$ cat config.mk
export PLATFORM = sky130hd
export DESIGN_NAME = cdr_phase_ctrl
export DESIGN_NICKNAME = d
export VERILOG_FILES = /design/src/rtl/cdr_phase_ctrl.sv
export SDC_FILE = /design/constraint.sdc
export NUM_CORES = 1
export LEC_CHECK = 0
export ABC_CLOCK_PERIOD_IN_PS = 6500
export CORE_MARGIN = 3
export CORE_UTILIZATION = 60
export CTS_CLUSTER_SIZE = 10
export DETAILED_ROUTE_END_ITERATION = 8
export PLACE_DENSITY_LB_ADDON = 0.2
export SETUP_SLACK_MARGIN = 0.5
export SLEW_MARGIN = 20
export SYNTH_ARGS = -nofsm -noshare
export SYNTH_HDL_FRONTEND = slang
export SYNTH_SLANG_ARGS = --single-unit
$ cat constraint.sdc
create_clock -name clk -period 6.5 [get_ports clk]
set_input_delay 0.975 -clock clk [delete_from_list [all_inputs] [get_ports clk]]
set_output_delay 0.975 -clock clk [all_outputs]
set_load 0.01 [all_outputs]
$ cat src/rtl/cdr_phase_ctrl.sv
// Digital CDR phase loop: Alexander bang-bang PD, majority-vote decimator, PI loop filter, circular PI code.
// Optional lock detector enabled by defining CDR_LOCK_DET_EN (adds the cdr_lock output).
module cdr_phase_ctrl #(
   parameter int CODE_W    = 11,
   parameter int CODE_INIT = 0,
   parameter int VOTE_LEN  = 8,
   parameter int KP        = 4,
   parameter int INT_W     = 16,
   parameter int INT_SHIFT = 6,
   parameter int ACQ_WIN   = 64
) (
   input  logic              clk,
   input  logic              rst,
   input  logic              cdr_en,
   input  logic              freeze,
   input  logic              smp_vld,
   input  logic              data_smp,
   input  logic              edge_smp,
   output logic [CODE_W-1:0] pi_code,
   output logic              code_upd,
   output logic [1:0]        loop_state,
   output logic [INT_W-1:0]  int_acc
`ifdef CDR_LOCK_DET_EN
   ,
   output logic              cdr_lock
`endif
);

   localparam int CNT_W = $clog2(VOTE_LEN);
   localparam int NET_W = CNT_W + 2;
   localparam int ACQ_W = $clog2(ACQ_WIN + 1);
   localparam logic signed [31:0] INT_MAX = (32'sd1 <<< (INT_W - 1)) - 32'sd1;

   typedef enum logic [1:0] {
      IDLE  = 2'b00,
      ACQ   = 2'b01,
      TRACK = 2'b10,
      HOLD  = 2'b11
   } state_t;

   state_t                  state, state_nxt, ret_state;
   logic                    d_prev;
   logic [CNT_W-1:0]        smp_cnt;
   logic signed [NET_W-1:0] net, net_sum, win_net;
   logic                    win_close;
   logic [ACQ_W-1:0]        acq_cnt;
   logic                    trans, early, late, running, stop, counting, close, apply;
   logic                    dir_pos, dir_neg;
   logic signed [31:0]      int_ext, int_new, kp_eff, delta_p, delta;
   logic [CODE_W-1:0]       code_nxt;

   function automatic logic signed [31:0] sat_int(input logic signed [31:0] v);
      if (v > INT_MAX)       sat_int = INT_MAX;
      else if (v < -INT_MAX) sat_int = -INT_MAX;
      else                   sat_int = v;
   endfunction

   // Phase detector, vote accumulation and loop-filter datapath
   always_comb begin
      trans    = d_prev ^ data_smp;
      early    = smp_vld && trans && (edge_smp == d_prev);
      late     = smp_vld && trans && (edge_smp == data_smp);
      running  = (state == ACQ) || (state == TRACK);
      stop     = !cdr_en || freeze;
      counting = running && !stop && smp_vld;
      close    = counting && (smp_cnt == CNT_W'(VOTE_LEN - 1));
      apply    = win_close && running && !stop;
      if (early)     net_sum = net + NET_W'(1);
      else if (late) net_sum = net - NET_W'(1);
      else           net_sum = net;
      dir_neg = win_net[NET_W-1];
      dir_pos = !win_net[NET_W-1] && (win_net != '0);
      int_ext = {{(32 - INT_W){int_acc[INT_W-1]}}, int_acc};
      kp_eff  = (state == ACQ) ? 32'(2 * KP) : 32'(KP);
      // The integrator only moves in TRACK; in ACQ its frozen value still steers the code
      if (state == TRACK) begin
         if (dir_pos)      int_new = sat_int(int_ext + 32'sd1);
         else if (dir_neg) int_new = sat_int(int_ext - 32'sd1);
         else              int_new = int_ext;
      end else begin
         int_new = int_ext;
      end
      if (dir_pos)      delta_p = kp_eff;
      else if (dir_neg) delta_p = -kp_eff;
      else              delta_p = 32'sd0;
      delta    = delta_p + (int_new >>> INT_SHIFT);
      code_nxt = pi_code + delta[CODE_W-1:0];
   end

   // Loop state next-state logic; disable outranks freeze
   always_comb begin
      state_nxt = state;
      case (state)
         IDLE: begin
            if (cdr_en) state_nxt = ACQ;
            else        state_nxt = IDLE;
         end
         ACQ: begin
            if (!cdr_en)      state_nxt = IDLE;
            else if (freeze)  state_nxt = HOLD;
            else if (apply && (acq_cnt == ACQ_W'(ACQ_WIN - 1))) state_nxt = TRACK;
            else              state_nxt = ACQ;
         end
         TRACK: begin
            if (!cdr_en)     state_nxt = IDLE;
            else if (freeze) state_nxt = HOLD;
            else             state_nxt = TRACK;
         end
         HOLD: begin
            if (!cdr_en)      state_nxt = IDLE;
            else if (!freeze) state_nxt = ret_state;
            else              state_nxt = HOLD;
         end
         default: state_nxt = IDLE;
      endcase
   end

   // State, vote window and loop filter registers
   always_ff @(posedge clk) begin
      if (rst) begin
         state     <= IDLE;
         ret_state <= ACQ;
         d_prev    <= 1'b0;
         smp_cnt   <= '0;
         net       <= '0;
         win_net   <= '0;
         win_close <= 1'b0;
         acq_cnt   <= '0;
         pi_code   <= CODE_W'(CODE_INIT);
         code_upd  <= 1'b0;
         int_acc   <= '0;
      end else begin
         state    <= state_nxt;
         code_upd <= 1'b0;
         if (smp_vld) d_prev <= data_smp;
         if (running && freeze) ret_state <= state;
         if (!running || stop) begin
            smp_cnt   <= '0;
            net       <= '0;
            win_close <= 1'b0;
         end else if (close) begin
            smp_cnt   <= '0;
            net       <= '0;
            win_net   <= net_sum;
            win_close <= 1'b1;
         end else if (counting) begin
            smp_cnt   <= smp_cnt + CNT_W'(1);
            net       <= net_sum;
            win_close <= 1'b0;
         end else begin
            win_close <= 1'b0;
         end
         if (!cdr_en) begin
            int_acc <= '0;
            acq_cnt <= '0;
         end else if (apply) begin
            pi_code  <= code_nxt;
            code_upd <= (code_nxt != pi_code);
            if (state == TRACK) int_acc <= int_new[INT_W-1:0];
            if (state == ACQ)   acq_cnt <= acq_cnt + ACQ_W'(1);
         end
      end
   end

   assign loop_state = state;

`ifdef CDR_LOCK_DET_EN
   logic [4:0]       lock_cnt;
   logic [NET_W-1:0] abs_net;

   assign abs_net = win_net[NET_W-1] ? NET_W'(-win_net) : NET_W'(win_net);

   // Lock after 16 consecutive quiet TRACK windows, drop on a noisy window or loop interruption
   always_ff @(posedge clk) begin
      if (rst) begin
         lock_cnt <= 5'd0;
         cdr_lock <= 1'b0;
      end else if (!cdr_en || ((state == HOLD) && !freeze)) begin
         lock_cnt <= 5'd0;
         cdr_lock <= 1'b0;
      end else if (apply && (state == TRACK)) begin
         if (abs_net > NET_W'(VOTE_LEN / 2)) begin
            lock_cnt <= 5'd0;
            cdr_lock <= 1'b0;
         end else if (abs_net <= NET_W'(VOTE_LEN / 4)) begin
            if (lock_cnt != 5'd16) lock_cnt <= lock_cnt + 5'd1;
            if (lock_cnt >= 5'd15) cdr_lock <= 1'b1;
         end else begin
            lock_cnt <= 5'd0;
         end
      end
   end
`endif

endmodule
==> flow_summary.toml <==
[worst_setup_path]
reg2reg_depth = 24
worstPathArrival_ns = 6.05
critical_path.startpoint_type = "flip-flop"
worstPathMaxFanout = 16
cp_data_required_time_ns = 6.74
crit_type = "reg -> reg"
cp-end-kind = "flip-flop"

[timing]
finalClockSkew_ns = 0.0187
hold_viol = 0
rsz0062_at_grt = "false"
maxSlewViolCount = 0
worst_slew_margin_rel_pct = 38.1
setup_viol = 0
min_period_ns = 5.81
fmax_mhz = 172
worst_slack_ns = 0.693
tightest_slew_ns = 0.925
fin_tns_setup_ns = 0
period_share_pct = 89.3

[logic_synthesis]
syn_nets = 718
synth.yosys.seq_area_share_pct = 21.7
synthCells = 677
yosysMostFrequentCell = "nand2_1"
ys_seq_elements = 54
synth_ff_type = "dfxtp_1"
synthTopCellsByCount = "71 x nand2_1, 64 x nor2_1, 54 x a21oi_1, 54 x dfxtp_1, 44 x o21ai_0"
synth_top_area_share_pct = 21.7
synth-edff-count = 0
syn_avg_cell_area_um2 = 7.36
synth_area_leaders = "dfxtp_1 22%, ha_1 6.3%, xnor2_1 5.6%"
synthArstFlopShare_pct = 0
synth_top_cell_by_area = "dfxtp_1"
syn-cell-area_mm2 = 0.00498
synth.distinct_cells = 72
yosysWarnings = 0

[job]
max_cap_viol_count = 0

[pwr]
p_leak_nw = 2.22
vdd_drop_max_mv = 0.0910
p_total_uw = 578
p_per_area_mw_per_mm2 = 99.9

[floorplanning]
fp.dieW_um = 97.2
io_pins = 37
start_util_pct = 63.2
die_area_mm2 = 0.00944
die_h_um = 97.2
fp-row-count = 32
coreArea_mm2 = 0.00789

[grt]
grt_usage_pct = 31.4
grt_max_degree = 26
grt-ovfl-total = 0
grt_pass1_wl_um = 24600
antenna_found_initial = 0
first_global_vias = 4986

[detailed_routing]
dr.first_iter.drc_count = 462
antenna_left = 0
drt_first_pass_iters = 5
num_vias = 5193
vias_per_cell = 6.47
detail_route.wl_per_cell_um = 18.6
drt-total-wl_um = 15000
drc = 0

[place]
place_inst = 791
dp_hpwl_um = 10900
globalplace.congestion = 1.01
detailedPlace.worstSlack_ns = 0.380
portBuffers = 36

[clock_tree]
insertion_delay_ns = 0.33
cts_num_sinks = 54
cts_made_buffers = 5
cts-root-buf = "clkbuf_8"
clock_path_buffers = 2
htree_levels = 2
path_clk_slew_ns = 0.13
cts_tree = "built"

[layout]
area_growth_syn_to_layout_pct = 16.1
n_antenna_cell = 0
final_nets = 741
stdcell_count = 803
drive_above_1_share_pct = 12.0

[hold_path]
holdPathStages = 2
hp-class = "reg -> reg"

[run_status]
status = "finished clean"
==> timing repair <==
action | CTS | global route
buffers inserted | 2 | 2
pin swaps | 3 | 7
setup endpoints to repair | 1 | 2
hold buffers | 0 | 0
resized for setup | 15 | 34
gates cloned | 0 | 0
==> through the flow <==
step / utilization (%) / cell area (um^2) / hold slack, ns
final: 73.4 / 5790 / 0.471
after global routing: 73.4 / 5790 / 0.492
after CTS: 71.2 / 5610 / 0.472
after detailed placement: 69.1 / 5450 / 0.455
after global placement: 69.1 / 5450 / 0.445
after floorplan: - / 4980 / 0.433
==> critical path: stages (launching register included) <==
cell,delay [ns]
dfxtp_1,0.43
buf_4,0.19
and4_1,0.26
and3_1,0.25
nand4_1,0.12
nor2b_1,0.17
a21oi_1,0.15
nor4_1,0.08
or3_1,0.36
ha_4,0.39
nor2_1,0.08
a221oi_2,0.31
a2111oi_4,0.09
a21o_1,0.21
fa_1,0.49
ha_1,0.32
a21oi_2,0.14
o21a_1,0.14
o21ai_1,0.12
a2111oi_2,0.35
nor3b_2,0.12
or4_1,0.56
o311ai_2,0.12
o21ai_1,0.14
o31ai_1,0.10
==> routing by layer <==
metal,part of all wire [%],up-vias,wire (um),global-route usage (%)
li1,-,2445,-,-
met1,41,2399,6190,40.9
met2,45,282,6760,49.6
met3,9.0,67,1350,6.60
met4,4.4,0,655,14.7
met5,0,-,0,0
==> path summary, 6_finish.rpt <==
| kind | startpoint | end | slack [ns] |
|---|---|---|---|
| worst max-delay path | int_acc[5] | pi_code[10] | 0.69 |
| worst min-delay path | smp_cnt[1] | smp_cnt[1] | 0.47 |
| worst max register to register | int_acc[5] | pi_code[10] | 0.69 |
| worst min register to register | smp_cnt[1] | smp_cnt[1] | 0.47 |
==> state kept, by name, indices dropped and copies added (netlist names) <==
name        cells
loop_state      2
int_acc        16
smp_cnt         3
win_close       1
d_prev          1
code_upd        1
pi_code        11
ret_state       2
net             5
win_net         5
acq_cnt         7
==> kinds of logic after synthesis <==
family | after synthesis | synth area share [%]
AOI/OAI and AO/OA | 177 | 23.5
xor gates and xnor gates | 56 | 10.3
and+or+nand+nor | 265 | 27.0
DFF | 54 | 21.7
adders and majority gates | 34 | 9.89
buffers and inverters | 86 | 6.73
muxes | 5 | 1.00
==> where the power goes <==
| part | internal (mW) | switching, mW |
|---|---|---|
| clock | 0.0805 | 0.138 |
| sequential | 0.330 | 0.00122 |
| combinational | 0.0109 | 0.0173 |
==> placed cells by master, fill, tap and decap left out, types with 7 or more instances in the layout <==
| cell | instances |
|---|---|
| o21ai_0 | 41 |
| nand2_1 | 71 |
| nand4_1 | 10 |
| a21oi_1 | 52 |
| dfxtp_1 | 48 |
| clkdlybuf4s50_1 | 36 |
| nor4_1 | 11 |
| inv_1 | 40 |
| and3_1 | 8 |
| nand2b_1 | 9 |
| ha_1 | 23 |
| nor2_1 | 61 |
| nand3_1 | 15 |
| buf_4 | 25 |
| fa_1 | 9 |
| or3_1 | 7 |
| xor2_1 | 22 |
| xnor2_1 | 32 |
| nor3_1 | 18 |
| o21a_1 | 10 |
| o21bai_1 | 7 |
==> cell type report <==
class,count,area (um^2)
tap,102,128
inverter,41,154
fill,636,2100
clock buffer,5,68.8
multi-input combinational,537,3760
sequential,54,1100
clock inverter,3,28.8
timing repair buffer,61,548
(Power assumes the default switching activity.)
==> patch, RTL diff (same flow settings) <==
`INT_W`: 16 -> 12.
--- a/src/rtl/cdr_phase_ctrl.sv
+++ b/src/rtl/cdr_phase_ctrl.sv
@@ -5,7 +5,7 @@
    parameter int CODE_INIT = 0,
    parameter int VOTE_LEN  = 8,
    parameter int KP        = 4,
-   parameter int INT_W     = 16,
+   parameter int INT_W     = 12,
    parameter int INT_SHIFT = 6,
    parameter int ACQ_WIN   = 64
 ) (
Interface: changed (resized int_acc); port bits go from 37 to 33. No check against the original RTL was run, so the function may have changed too.
==> patch against the unedited design <==
- wire length fell by 20%
- combinational power is 5% higher
- first-iteration DRC count down 39%
- design area down 16%
- maximum frequency rose by 2.5%
- area after synthesis down 10%
- worst setup slack improved by 140 ps
- sequential power shrank 6.9%
- utilization is 3.8 points lower
- total power fell by 2.1%
- sequential cell count shrank 4
- synthesized cell count shrank 11%
- highest routed layer unchanged
==> patch: results (changes against the unedited design) <==
Run status
  – Status: complete, no violations (unchanged)

Routing
  – Metal3 WL: 623 um (was 1350 um)
  – M1 WL: 5170 um (was 6190 um)
  – Via-to-Cell Ratio: 6.29 (was 6.47)
  – DR iter-0 viols: 281 (was 462)
  – Met2 wire length: 5930 um (was 6760 um)
  – DR vias: 4454 (was 5193)

Global routing
  – Global-route wire length before repair: 19500 um (was 24600 um)
  – Largest net degree at the start of global routing: 21 (was 26)
  – Met1 Use GR: 0.354 (was 0.409)
  – Grt met3 use: 0.0341 (was 0.0660)
  – M2 GR Usage: 0.483 (was 0.496)

Place
  – Port Buffers: 32 (was 36)
  – Gpl congestion: 0.986 (was 1.01)
  – Placed Instance Area: 4770 um2 (was 5450 um2)
  – Placed cells: 701 (was 791)
  – Setup WS pre-CTS: 804 ps (was 380 ps)

Logic synthesis
  – Xor/xnor share of the synthesized area: 0.0955 (was 0.103)
  – Avg Inst Size Synth: 7.39 um2 (was 7.36 um2)
  – Distinct cells, synth: 66 (was 72)
  – Mux cell area share after synthesis: 0.0137 (was 0.0100)
  – Post-synth top cells: nand2_1 (64), nor2_1 (60), dfxtp_1 (50) (was nand2_1 (71), nor2_1 (64), a21oi_1 (54), dfxtp_1 (54), o21ai_0 (44))
  – Register area share after synthesis: 0.224 (was 0.217)
  – Synthesized net count: 645 (was 718)
  – Area contributors post-synth: dfxtp_1 (22%), ha_1 (6.7%), xnor2_1 (5.9%) (was dfxtp_1 (22%), ha_1 (6.3%), xnor2_1 (5.6%))

Pwr
  – Leak Pwr: 1.83 nW (was 2.22 nW)
  – Peak VDD IR: 0.000116 V (was 0.0000910 V)

Clock tree
  – Worst-path clk slew: 100 ps (was 130 ps)
  – Skew-Pair Late Insertion Delay: 310 ps (was 330 ps)
  – Setup bufs post-CTS: 0 (was 2)

Layout
  – Fillcell total: 626 (was 636)
  – Share of cells above drive strength 1: 0.0441 (was 0.120)
  – Biggest regs: int_acc x12, pi_code x11, acq_cnt x7 (was int_acc x16, pi_code x11, acq_cnt x7)

Worst setup path
  – Biggest cell delay along the critical path: 540 ps (was 560 ps)
  – Critical Path AT: 5870 ps (was 6050 ps)
  – CP top delay family: compound AO/OA/AOI/OAI gates (was simple AND/OR/NAND/NOR gates)
  – Crit Path Max Fanout: 19 (was 16)
  – CP max stage cell: dfxtp_2 (was or4_1)
  – R2r startpoint: int_acc[0]$_SDFFE_PP0P_ (was int_acc[5]$_SDFFE_PP0P_)
  – Reg2reg setup slack: 830 ps (was 690 ps)

Hold path
  – Hold path start: ret_state[1]$_SDFFE_PP0P_ (was smp_cnt[1]$_SDFFE_PP0P_)
  – WHS Endpoint: ret_state[1]$_SDFFE_PP0P_ (was smp_cnt[1]$_SDFFE_PP0P_)

Timing
  – Max_slew headroom: 0.454 (was 0.381)
  – Tmin final: 5670 ps (was 5810 ps)
  – Worst hold margin: 465 ps (was 471 ps)
[patch: power by group]
part | switching [mW] | internal [mW] | leakage (nW)
logic | 0.0182 | 0.0113 | 1.37
clock network | 0.115 | 0.114 | 0.0542
registers | 0.00123 | 0.307 | 0.405
total | 0.134 | 0.432 | 1.83
[patch: kinds of logic (layout without fill, tap and decap cells)]
logic type               Yosys count  count (layout)
AO/OA/AOI/OAI                    155             155
AND/OR/NAND/NOR                  238             238
flip-flops                        50              50
buffers and inverters             76              83
adder cells (fa/ha/maj)           33              33
multiplexers                       6               6
XOR/XNOR                          47              47
[patch: what timing repair did]
item | 4_1_cts | 5_1_grt
hold buffers | 0 | 0
endpoints found under the hold margin | 0 | 0
gates resized for setup | 0 | 3
setup endpoints to repair | 0 | 2
[patch: layout make-up]
class	count	area (um2)	share of cell area
clock buffer	5	68.8	0.0141
clock inverter	2	38.8	0.00794
inverter	42	158	0.0323
multi-input combinational	479	3160	0.647
sequential	50	1000	0.206
tap	96	120	0.0246
timing repair buffer	34	335	0.0686
